<file path="config.mk">
export PLATFORM = sky130hd
export DESIGN_NAME = vga_text_scheduler_flat
export DESIGN_NICKNAME = d
export VERILOG_FILES = /design/src/rtl/vga_text_scheduler_pkg.sv /design/src/rtl/vga_text_scheduler_if.sv /design/src/rtl/vga_text_scheduler_text_row_buffer.sv /design/src/rtl/vga_text_scheduler.sv /design/src/flat_wrapper.sv
export SDC_FILE = /design/constraint.sdc
export NUM_CORES = 1
export LEC_CHECK = 0
export ABC_AREA = 1
export CAP_MARGIN = 20
export CORE_UTILIZATION = 30
export CTS_CLUSTER_SIZE = 14
export DETAILED_ROUTE_END_ITERATION = 10
export GPL_TIMING_DRIVEN = 0
export SYNTH_ARGS = -nofsm -noshare
export SYNTH_HDL_FRONTEND = slang
export SYNTH_SLANG_ARGS = --single-unit
export TNS_END_PERCENT = 20
</file>
<file path="constraint.sdc">
create_clock -name iVGA_CLK -period 2.4 [get_ports iVGA_CLK]
set_input_delay 0.72 -clock iVGA_CLK [delete_from_list [all_inputs] [get_ports iVGA_CLK]]
set_output_delay 0.72 -clock iVGA_CLK [all_outputs]
set_load 0.01 [all_outputs]
</file>
<file path="src/rtl/vga_text_scheduler_pkg.sv">
// Shared geometry defaults, control codes and helpers for the VGA text scheduler.
package vga_text_pkg;

  localparam int unsigned DEF_SLOTS   = 5;
  localparam int unsigned DEF_X0      = 20;
  localparam int unsigned DEF_PITCH   = 50;
  localparam int unsigned DEF_GLYPH_W = 30;
  localparam int unsigned DEF_GLYPH_H = 120;
  localparam int unsigned DEF_ROW0_Y  = 0;
  localparam int unsigned DEF_ROW1_Y  = 180;
  localparam bit          DEF_SCROLL  = 1'b1;

  localparam logic [7:0] CH_SPACE = 8'h20;
  localparam logic [7:0] CH_BS    = 8'h08;
  localparam logic [7:0] CH_CLR   = 8'h0C;

  typedef enum logic {
    RR_TX = 1'b0,
    RR_RX = 1'b1
  } rr_t;

  function automatic logic isPrintable(input logic [7:0] c);
    return (c >= 8'h20) && (c <= 8'h7E);
  endfunction

  // lo <= pos < lo+span, done with an 11-bit difference so a zero origin needs no special case
  function automatic logic inSpan(input logic [9:0] pos, input logic [9:0] lo, input logic [9:0] span);
    logic [10:0] d;
    d = {1'b0, pos} - {1'b0, lo};
    return !d[10] && (d[9:0] < span);
  endfunction

endpackage

</file>
<file path="src/rtl/vga_text_scheduler_if.sv">
// Character write handshake from the morse TX/RX decoders into the scheduler.
interface vga_text_scheduler_if;
  logic       iTX_valid;
  logic [7:0] iTX_char;
  logic       oTX_ready;
  logic       iRX_valid;
  logic [7:0] iRX_char;
  logic       oRX_ready;

  modport master (output iTX_valid, iTX_char, iRX_valid, iRX_char,
                  input  oTX_ready, oRX_ready);
  modport slave  (input  iTX_valid, iTX_char, iRX_valid, iRX_char,
                  output oTX_ready, oRX_ready);
endinterface

</file>
<file path="src/rtl/vga_text_scheduler_text_row_buffer.sv">
// One row of character slots with a write cursor, scroll/wrap handling and an async read port.
module text_row_buffer
  import vga_text_pkg::*;
#(
  parameter int unsigned SLOTS  = DEF_SLOTS,
  parameter bit          SCROLL = DEF_SCROLL,
  localparam int unsigned IW    = (SLOTS > 1) ? $clog2(SLOTS) : 1
) (
  input  logic          iVGA_CLK,
  input  logic          iRST_n,
  input  logic          iWrEn,
  input  logic [7:0]    iWrChar,
  input  logic [IW-1:0] iRdSlot,
  output logic [7:0]    oRdChar
);

  localparam int unsigned CW = $clog2(SLOTS + 1);

  logic [7:0]    slots [SLOTS];
  logic [CW-1:0] cursor;

  always_ff @(posedge iVGA_CLK or negedge iRST_n) begin
    if (!iRST_n) begin
      for (int i = 0; i < int'(SLOTS); i++) slots[i] <= CH_SPACE;
      cursor <= '0;
    end else if (iWrEn) begin
      if (isPrintable(iWrChar)) begin
        if (cursor < CW'(SLOTS)) begin
          for (int i = 0; i < int'(SLOTS); i++)
            if (CW'(i) == cursor) slots[i] <= iWrChar;
          cursor <= cursor + CW'(1);
        end else if (SCROLL) begin
          for (int i = 0; i < int'(SLOTS) - 1; i++) slots[i] <= slots[i+1];
          slots[SLOTS-1] <= iWrChar;
        end else begin
          slots[0] <= iWrChar;
          cursor   <= CW'(1);
        end
      end else if (iWrChar == CH_BS) begin
        if (cursor != '0) begin
          for (int i = 0; i < int'(SLOTS); i++)
            if (CW'(i + 1) == cursor) slots[i] <= CH_SPACE;
          cursor <= cursor - CW'(1);
        end
      end else if (iWrChar == CH_CLR) begin
        for (int i = 0; i < int'(SLOTS); i++) slots[i] <= CH_SPACE;
        cursor <= '0;
      end
    end
  end

  always_comb begin
    oRdChar = CH_SPACE;
    for (int i = 0; i < int'(SLOTS); i++)
      if (IW'(i) == iRdSlot) oRdChar = slots[i];
  end

endmodule

</file>
<file path="src/rtl/vga_text_scheduler.sv">
// Arbitrates decoder writes into the TX/RX rows and maps each pixel to a glyph cell for the renderer.
module vga_text_scheduler
  import vga_text_pkg::*;
#(
  parameter int unsigned SLOTS   = DEF_SLOTS,
  parameter int unsigned X0      = DEF_X0,
  parameter int unsigned PITCH   = DEF_PITCH,
  parameter int unsigned GLYPH_W = DEF_GLYPH_W,
  parameter int unsigned GLYPH_H = DEF_GLYPH_H,
  parameter int unsigned ROW0_Y  = DEF_ROW0_Y,
  parameter int unsigned ROW1_Y  = DEF_ROW1_Y,
  parameter bit          SCROLL  = DEF_SCROLL
) (
  input  logic                       iVGA_CLK,
  input  logic                       iRST_n,
  vga_text_scheduler_if.slave        wr,
  input  logic [9:0]                 iVGA_X,
  input  logic [9:0]                 iVGA_Y,
  output logic                       oActive,
  output logic                       oRow,
  output logic [7:0]                 oChar,
  output logic [$clog2(GLYPH_W)-1:0] oLocalX,
  output logic [$clog2(GLYPH_H)-1:0] oLocalY
);

  localparam int unsigned IW  = (SLOTS > 1) ? $clog2(SLOTS) : 1;
  localparam int unsigned LXW = $clog2(GLYPH_W);
  localparam int unsigned LYW = $clog2(GLYPH_H);

  rr_t rrState, rrNext;
  logic grantTx, grantRx;

  always_ff @(posedge iVGA_CLK or negedge iRST_n) begin
    if (!iRST_n) rrState <= RR_TX;
    else         rrState <= rrNext;
  end

  // Round-robin grant; the pointer moves to the other source after every transfer
  always_comb begin
    rrNext  = rrState;
    grantTx = 1'b0;
    grantRx = 1'b0;
    if (wr.iTX_valid && (!wr.iRX_valid || rrState == RR_TX)) grantTx = 1'b1;
    else if (wr.iRX_valid)                                   grantRx = 1'b1;
    if (grantTx) rrNext = RR_RX;
    if (grantRx) rrNext = RR_TX;
  end

  assign wr.oTX_ready = grantTx;
  assign wr.oRX_ready = grantRx;

  logic          rowTxHit, rowRxHit, slotHit;
  logic [IW-1:0] slotIdx;
  logic [LXW-1:0] localX;
  logic [LYW-1:0] localY;
  logic [7:0]    txRd, rxRd;

  text_row_buffer #(.SLOTS(SLOTS), .SCROLL(SCROLL)) uTxRow (
    .iVGA_CLK(iVGA_CLK), .iRST_n(iRST_n), .iWrEn(grantTx), .iWrChar(wr.iTX_char),
    .iRdSlot(slotIdx), .oRdChar(txRd)
  );

  text_row_buffer #(.SLOTS(SLOTS), .SCROLL(SCROLL)) uRxRow (
    .iVGA_CLK(iVGA_CLK), .iRST_n(iRST_n), .iWrEn(grantRx), .iWrChar(wr.iRX_char),
    .iRdSlot(slotIdx), .oRdChar(rxRd)
  );

  // Parallel cell compares; TX row wins if the rows overlap
  always_comb begin
    rowTxHit = inSpan(iVGA_Y, 10'(ROW0_Y), 10'(GLYPH_H));
    rowRxHit = inSpan(iVGA_Y, 10'(ROW1_Y), 10'(GLYPH_H));
    slotHit  = 1'b0;
    slotIdx  = '0;
    localX   = '0;
    for (int k = 0; k < int'(SLOTS); k++) begin
      if (!slotHit && inSpan(iVGA_X, 10'(X0 + k * PITCH), 10'(GLYPH_W))) begin
        slotHit = 1'b1;
        slotIdx = IW'(k);
        localX  = LXW'(iVGA_X - 10'(X0 + k * PITCH));
      end
    end
    localY = rowTxHit ? LYW'(iVGA_Y - 10'(ROW0_Y)) : LYW'(iVGA_Y - 10'(ROW1_Y));
  end

  always_ff @(posedge iVGA_CLK or negedge iRST_n) begin
    if (!iRST_n) begin
      oActive <= 1'b0;
      oRow    <= 1'b0;
      oChar   <= '0;
      oLocalX <= '0;
      oLocalY <= '0;
    end else if (slotHit && (rowTxHit || rowRxHit)) begin
      oActive <= 1'b1;
      oRow    <= !rowTxHit;
      oChar   <= rowTxHit ? txRd : rxRd;
      oLocalX <= localX;
      oLocalY <= localY;
    end else begin
      oActive <= 1'b0;
      oRow    <= 1'b0;
      oChar   <= '0;
      oLocalX <= '0;
      oLocalY <= '0;
    end
  end

endmodule

</file>
<file path="src/flat_wrapper.sv">
// flat-port wrapper written by rule: the top's interface ports become plain ports
module vga_text_scheduler_flat import vga_text_pkg::*;
#(
  parameter int unsigned SLOTS   = DEF_SLOTS,
  parameter int unsigned X0      = DEF_X0,
  parameter int unsigned PITCH   = DEF_PITCH,
  parameter int unsigned GLYPH_W = DEF_GLYPH_W,
  parameter int unsigned GLYPH_H = DEF_GLYPH_H,
  parameter int unsigned ROW0_Y  = DEF_ROW0_Y,
  parameter int unsigned ROW1_Y  = DEF_ROW1_Y,
  parameter bit          SCROLL  = DEF_SCROLL
)
  (iVGA_CLK, iRST_n, iVGA_X, iVGA_Y, oActive, oRow, oChar, oLocalX, oLocalY, wr_iTX_valid, wr_iTX_char, wr_iRX_valid, wr_iRX_char, wr_oTX_ready, wr_oRX_ready);
  vga_text_scheduler_if wr_i ();
  input  logic iVGA_CLK;
  input  logic iRST_n;
  input  logic [9:0] iVGA_X;
  input  logic [9:0] iVGA_Y;
  output logic oActive;
  output logic oRow;
  output logic [7:0] oChar;
  output logic [$clog2(GLYPH_W)-1:0] oLocalX;
  output logic [$clog2(GLYPH_H)-1:0] oLocalY;
  input wire logic [$bits(wr_i.iTX_valid)-1:0] wr_iTX_valid;
  input wire logic [$bits(wr_i.iTX_char)-1:0] wr_iTX_char;
  input wire logic [$bits(wr_i.iRX_valid)-1:0] wr_iRX_valid;
  input wire logic [$bits(wr_i.iRX_char)-1:0] wr_iRX_char;
  output wire logic [$bits(wr_i.oTX_ready)-1:0] wr_oTX_ready;
  output wire logic [$bits(wr_i.oRX_ready)-1:0] wr_oRX_ready;
  assign wr_i.iTX_valid = wr_iTX_valid;
  assign wr_i.iTX_char = wr_iTX_char;
  assign wr_i.iRX_valid = wr_iRX_valid;
  assign wr_i.iRX_char = wr_iRX_char;
  assign wr_oTX_ready = wr_i.oTX_ready;
  assign wr_oRX_ready = wr_i.oRX_ready;
  vga_text_scheduler #(.SLOTS(SLOTS), .X0(X0), .PITCH(PITCH), .GLYPH_W(GLYPH_W), .GLYPH_H(GLYPH_H), .ROW0_Y(ROW0_Y), .ROW1_Y(ROW1_Y), .SCROLL(SCROLL)) u_core (.iVGA_CLK(iVGA_CLK), .iRST_n(iRST_n), .wr(wr_i), .iVGA_X(iVGA_X), .iVGA_Y(iVGA_Y), .oActive(oActive), .oRow(oRow), .oChar(oChar), .oLocalX(oLocalX), .oLocalY(oLocalY));
endmodule
</file>
# --- Word-level counts from Yosys, hierarchy flattened ---
# Cells that the tools add are included.
totals:
  register_bits: 109
  in_bits: 40
  out_inout_bits: 24
  elab_cells: 214
op_classes:
  addsub: 16
  order_cmp: 13
  eq_ne: 42
  n_mux: 76
  bitwise: 1
  reduce_logical: 48
op_table:
  columns: ["op", "count"]
  rows:
  - ["2-to-1 mux 40 bit", 10]
  - ["2-to-1 mux 8 bit", 32]
  - ["< comparator 10 x 5 -> 1 bit (second input constant)", 5]
  - ["AND reduction 5 bit", 10]
  - ["inequality test 3 x 2 -> 1 bit (second input constant)", 16]
  - ["2-to-1 mux 3 bit", 11]
  - ["subtractor 10 x 8 -> 11 bit (second input constant)", 3]
  - ["== test 8 x 4 -> 1 bit (second input constant)", 4]
  - ["2-to-1 mux 5 bit", 6]
  - ["subtractor 10 x 7 -> 11 bit (second input constant)", 2]
  - ["< comparator 10 x 7 -> 1 bit (second input constant)", 2]
  - ["== test 2 x 3 -> 1 bit (first input constant)", 6]
  - ["inequality test 3 bit (second input constant)", 6]
  - ["greater-or-equal comparator 8 x 6 -> 1 bit (second input constant)", 2]
  - ["less-or-equal comparator 8 x 7 -> 1 bit (second input constant)", 2]
  - ["== test 3 bit (first input constant)", 5]
  - ["subtractor 5 bit (second input constant)", 3]
  - ["logical AND 1 bit", 14]
  - ["2-to-1 mux 7 bit", 2]
  - ["2-to-1 mux 1 bit", 13]
  - ["zero test 1 bit", 12]
  - ["nonzero test 3 bit", 4]
  - ["subtractor 10 x 5 -> 11 bit (second input constant)", 1]
  - ["== test 1 x 3 -> 1 bit (first input constant)", 3]
  - ["13 further kinds", 22]

# --- Longest topological paths before layout ---
logic_depth:
  word_depth: 24
  mapped_depth: 20
  depth_no_buf: 19

# --- Modules after synthesis ---
# A second synthesis with hierarchy kept.
unflattened:
  cells_unflattened: 1200
  area_unflattened_um2: 8127.8
by_module_without_submodules:
  columns: ["module", "instances", "cells_each", "area_per_inst_um2", "seq_area_each_um2"]
  rows:
  - ["text_row_buffer", 2, 432, 2992.9, 1082.3]
  - ["vga_text_scheduler", 1, 336, 2142.1, 575.6]

# --- Least setup slack after synthesis ---
# No wires, ideal clock.
synth_path:
  path_kind: "input to register"
  start: "in iVGA_X[4]"
  end: "reg u_core.oChar[0]"
  setup_ns: 0.122
  arrival_time_ns: 2.359
  required_time_ns: 2.278
  slack_ns: -0.081
  path_stages: 15
  path_buffers: 3
  cell_sequence: "buf_6 -> inv_4 -> ha_1 -> inv_1 -> o22ai_1 -> nor3_2 -> buf_2 -> nand3_4 -> nand2_4 -> nor2_8 -> buf_6 -> nand3_1 -> nand3_1 -> nor3_1 -> nor2_1"
synth_via:
  elab_chain_len: 24
  elab_cells_between_ends: 55
  cone_classes: "5 x add/sub; 5 x order compare; 4 x eq/ne; 21 x mux; 20 x reduce/logical"
synth_lines:
  columns: ["item", "line_no", "text"]
  rows:
  - ["start: declaration", "flat_wrapper.sv:17", "input logic [9:0] iVGA_X;"]
  - ["subtractor 10 x 5 -> 11 bit", "vga_text_scheduler_pkg.sv:29", "d = {1'b0, pos} - {1'b0, lo};"]
  - ["< comparator 10 x 5 -> 1 bit / zero test 1 bit (equally long branches)", "vga_text_scheduler_pkg.sv:30", "return !d[10] && (d[9:0] < span);"]
  - ["logical AND 1 bit", "vga_text_scheduler_pkg.sv:30", null]
  - ["2-to-1 mux 1 bit", "vga_text_scheduler.sv:76", "if (!slotHit && inSpan(iVGA_X, 10'(X0 + k * PITCH), 10'(GLYPH_W))) begin"]
  - ["zero test 1 bit", "vga_text_scheduler.sv:76", null]
  - ["logical AND 1 bit", "vga_text_scheduler.sv:76", null]
  - ["2-to-1 mux 1 bit", "vga_text_scheduler.sv:76", null]
  - ["zero test 1 bit", "vga_text_scheduler.sv:76", null]
  - ["[4 not listed]", null, null]
  - ["2-to-1 mux 1 bit", "vga_text_scheduler.sv:76", null]
  - ["zero test 1 bit", "vga_text_scheduler.sv:76", null]
  - ["logical AND 1 bit", "vga_text_scheduler.sv:76", null]
  - ["2-to-1 mux 3 bit", "vga_text_scheduler.sv:76", null]
  - ["zero test 3 bit", "vga_text_scheduler_text_row_buffer.sv:55", "if (IW'(i) == iRdSlot) oRdChar = slots[i];"]
  - ["2-to-1 mux 8 bit (5 in series)", "vga_text_scheduler_text_row_buffer.sv:55", null]
  - ["2-to-1 mux 8 bit", "vga_text_scheduler.sv:95", "oChar <= rowTxHit ? txRd : rxRd;"]
  - ["2-to-1 mux 8 bit (*)", "vga_text_scheduler.sv:92", "end else if (slotHit && (rowTxHit || rowRxHit)) begin"]
  - ["end signal: assignment", "vga_text_scheduler.sv:95", null]
  - ["end: declaration", "vga_text_scheduler.sv:21", "output logic [7:0] oChar,"]
# Every way passes the cells marked *; elsewhere a longest branch is shown, timed or not.
# A chain may end at the register's enable or synchronous reset.

# --- Worst setup path in the final report ---
layout_path:
  start: "in iVGA_X[1]"
  end: "reg u_core.oChar[3]"
# The elaborated chain is that of the path after synthesis.

==> reports/results.txt <==
Status -> complete, but fails checks
Failing checks -> setup timing
Drt pass-1 iters -> 6
Crit path largest cell delay -> 0.28 ns
Number of cell rows -> 55
Crit share post-route -> 104%
Number of global-route vias before repair -> 6,684
CP Capture Type -> flip-flop
Root buffer cell -> clkbuf_16
Layout Utilization -> 43.2%
Placed Cells -> 1,308
Area post-placement -> 8100 um2
Largest family of logic cells by synthesized area -> simple AND/OR/NAND/NOR gates
Worst-path fanout max -> 8
Maximum vdd drop -> 0.367 mV
P per Cell Area -> 618 nW/um2
Reg2reg end -> u_core.uTxRow.slots[9]
Total Nets Final -> 1,130
Distinct cells, synth -> 46
FMAX -> 402 MHz
Overflow after GRT -> 0
Global-route usage over all layers -> 18.5%
Final min period -> 2.49 ns
Final setup margin -> -0.0865 ns
Antenna violations before repair -> 0
Least-Margin Pin Slew -> 0.586 ns
Arrival time at the worst endpoint -> 2.72 ns
Post-synthesis adder-cell area fraction -> 4.63%
Switching share of power -> 34.9%
Internal power -> 3.96 mW
Worst setup SP type -> input port
Part of the power in registers -> 42.8%
Residual DRC -> 0
FF+latch count, synth -> 109
Clk_lat worst skew -> 0.36 ns
Compound-Gate Fraction of Synth Area -> 19.6%
# H-tree levels -> 3
Final TNS setup -> -0.476 ns
Sequence of cells on the critical path -> buf_8 -> inv_2 -> ha_4 -> nand2_1 -> nor2_2 -> nand2_2 -> nand4_4 -> buf_6 -> nand3_4 -> nor2_4 -> nand2_8 -> buf_8 -> nand3_2 -> nand3_2 -> nor3_4 -> nor2_2
Hold Violations, Final -> 0
Die extent in y -> 155 um
Die width -> 155 um
Main flop type after synthesis -> dfrtp_1
Synth Area in Simple Gates -> 26.8%
Worst reg2reg setup slack -> 0.22 ns
Clock transition at path regs -> 0.08 ns
Worst hold path class -> input port to async pin
Pleak -> 4.43 nW
RSZ-0062 raised after global routing -> true
GPL Wtd Cong -> 0.836
Fraction of registers with async set/reset -> 100%
Number of diodes -> 0
Via density -> 5.10
DRT Wirelength -> 22,300 um
Req. time, crit path -> 2.64 ns
Critical path class -> input port to flip-flop
Net switching power -> 2.12 mW
Final setup viols -> 11
CP max-delay cell -> ha_4
Comb pwr share -> 30.1%
Mapped Cells -> 934
Vias post-DR -> 7,042
Pwr Total -> 6.08 mW
Fin Hold WS -> 0.186 ns
YS warnings -> 0
First-pass GRT wire length -> 35,100 um
Avg Cell Area, Syn -> 7.52 um2
Hold-fix buffers, CTS -> 0
Wire per inst -> 16.1 um
EDFF count, synth -> 0
Post-synthesis sequential area ratio -> 39.0%
TritonCTS Buffers -> 9
Max_slew headroom -> 61.0%
Initial Utilization -> 30.8%
Area delta synth->final -> 40.1%
Drt initial violations -> 498
Largest net degree at the start of global routing -> 90
CTS tree -> yes
Fin cells -> 1,382
Core Region -> 22,800 um2
Share of layout cells above drive strength 1 -> 29.7%
HPWL after detailed placement -> 14,500 um
Setup WS pre-CTS -> -1.65 ns
Mux share of post-synthesis cell area -> 0%
R2R depth -> 6
Slew Viols, Final -> 0
Clock power frac -> 27.1%
Worst r2r src -> u_core.uTxRow.cursor[0]
Post-route cell area -> 9840 um2
IO Count -> 64
Final Skew -> 0.00845 ns
Cell Area, Synth -> 7030 um2
Fill cells -> 2,216
Clock buffer depth -> 2
Syn_nets -> 1,000
Synth Area in XOR/XNOR -> 0%
Die ar. -> 24,000 um2
Sink Count -> 109
Port Buffers -> 60
Detail Route Antenna Nets -> 0
Max-cap check violation count -> 0
==> routing by layer <==
layer / vias up / track usage (%) / part of all wire, %
li1: 3363 / - / -
met1: 3431 / 24.5 / 45
met3: 32 / 3.43 / 5.1
met4: 0 / 4.67 / 1.9
met2: 216 / 30.8 / 48
met5: - / 0 / 0
==> power by group through the flow <==
stage	sequential [mW]	combinational, mW	clock, mW
global placement	2.61	1.44	0
floorplan	2.54	1.02	0
global route	2.66	2.03	1.76
finish	2.61	1.83	1.65
CTS	2.59	1.67	1.68
detailed placement	2.62	1.47	0
==> worst max-delay path: cells and delay by family <==
family / cells / cell delay (ns)
fa+ha+maj: 1 / 0.28
buf+inv: 4 / 0.50
simple gates: 11 / 1.22
==> registers in the layout, indices dropped and copies added, names as in the netlist <==
name,flops
u_core.oActive,1
u_core.oChar,8
u_core.oLocalX,5
u_core.oLocalY,7
u_core.oRow,1
u_core.rrState,1
u_core.uRxRow.cursor,3
u_core.uRxRow.slots,40
u_core.uTxRow.cursor,3
u_core.uTxRow.slots,40
==> worst max path at each step <==
stage,slack (ns),to,from,cells after the start
6_report,-0.09,u_core.oChar[3],iVGA_X[1],16
2_1_floorplan,-0.03,u_core.oChar[5],iVGA_X[4],18
3_3_place_gp,-3.89,u_core.uTxRow.slots[1],iRST_n,1
5_1_grt,-0.16,u_core.oChar[7],iVGA_X[2],17
4_1_cts,-0.05,u_core.oChar[4],iVGA_X[8],17
3_5_place_dp,-1.65,u_core.oChar[4],iVGA_X[3],16
==> cell usage after synthesis (11+ instances only) <==
cell type | n | share of area (%)
nand2_1 | 162 | 8.7
o21ai_0 | 143 | 10
inv_1 | 110 | 5.9
dfrtp_1 | 99 | 35
nor2_1 | 81 | 4.3
nand3_1 | 59 | 4.2
a21oi_1 | 53 | 3.8
ha_1 | 26 | 4.6
o21ai_1 | 25 | 1.8
nor3_1 | 17 | 1.2
nand4_1 | 16 | 1.4
o211ai_1 | 14 | 1.5
buf_2 | 12 | 0.85
inv_2 | 11 | 0.59
==> cell families after synthesis <==
logic type | after synthesis
simple gates | 388
compound gates | 251
buf+inv | 160
flops | 109
fa+ha+maj | 26
==> area by class of cell <==
| cell class | count | area (um2) | area share, % |
|---|---|---|---|
| multi-input combinational | 665 | 4310 | 43.8 |
| sequential | 109 | 2740 | 27.8 |
| timing repair buffer | 121 | 1220 | 12.4 |
| inverter | 125 | 531 | 5.39 |
| tap | 313 | 392 | 3.98 |
| buffer | 33 | 335 | 3.41 |
| clock buffer | 11 | 233 | 2.36 |
| clock inverter | 5 | 82.6 | 0.839 |
==> cell usage in the layout (no fill, tap or decap), types with 15 or more instances in the layout <==
cell,instances
o21ai_1,36
nand4_1,16
buf_4,46
clkdlybuf4s50_1,35
nand2_1,127
dfrtp_1,99
nand3_1,37
nand2_2,31
inv_1,92
nand3_2,21
o21ai_0,128
a21oi_1,47
nand2_4,15
nor2_1,66
buf_6,28
inv_2,22
==> what timing repair did <==
action / CTS / global route
gates resized for setup: 190 / 134
gates cloned: 5 / 1
endpoints found under the setup margin: 110 / 87
pin swaps: 49 / 55
setup buffers: 41 / 16
No activity file was read; power rests on OpenSTA's default activity.
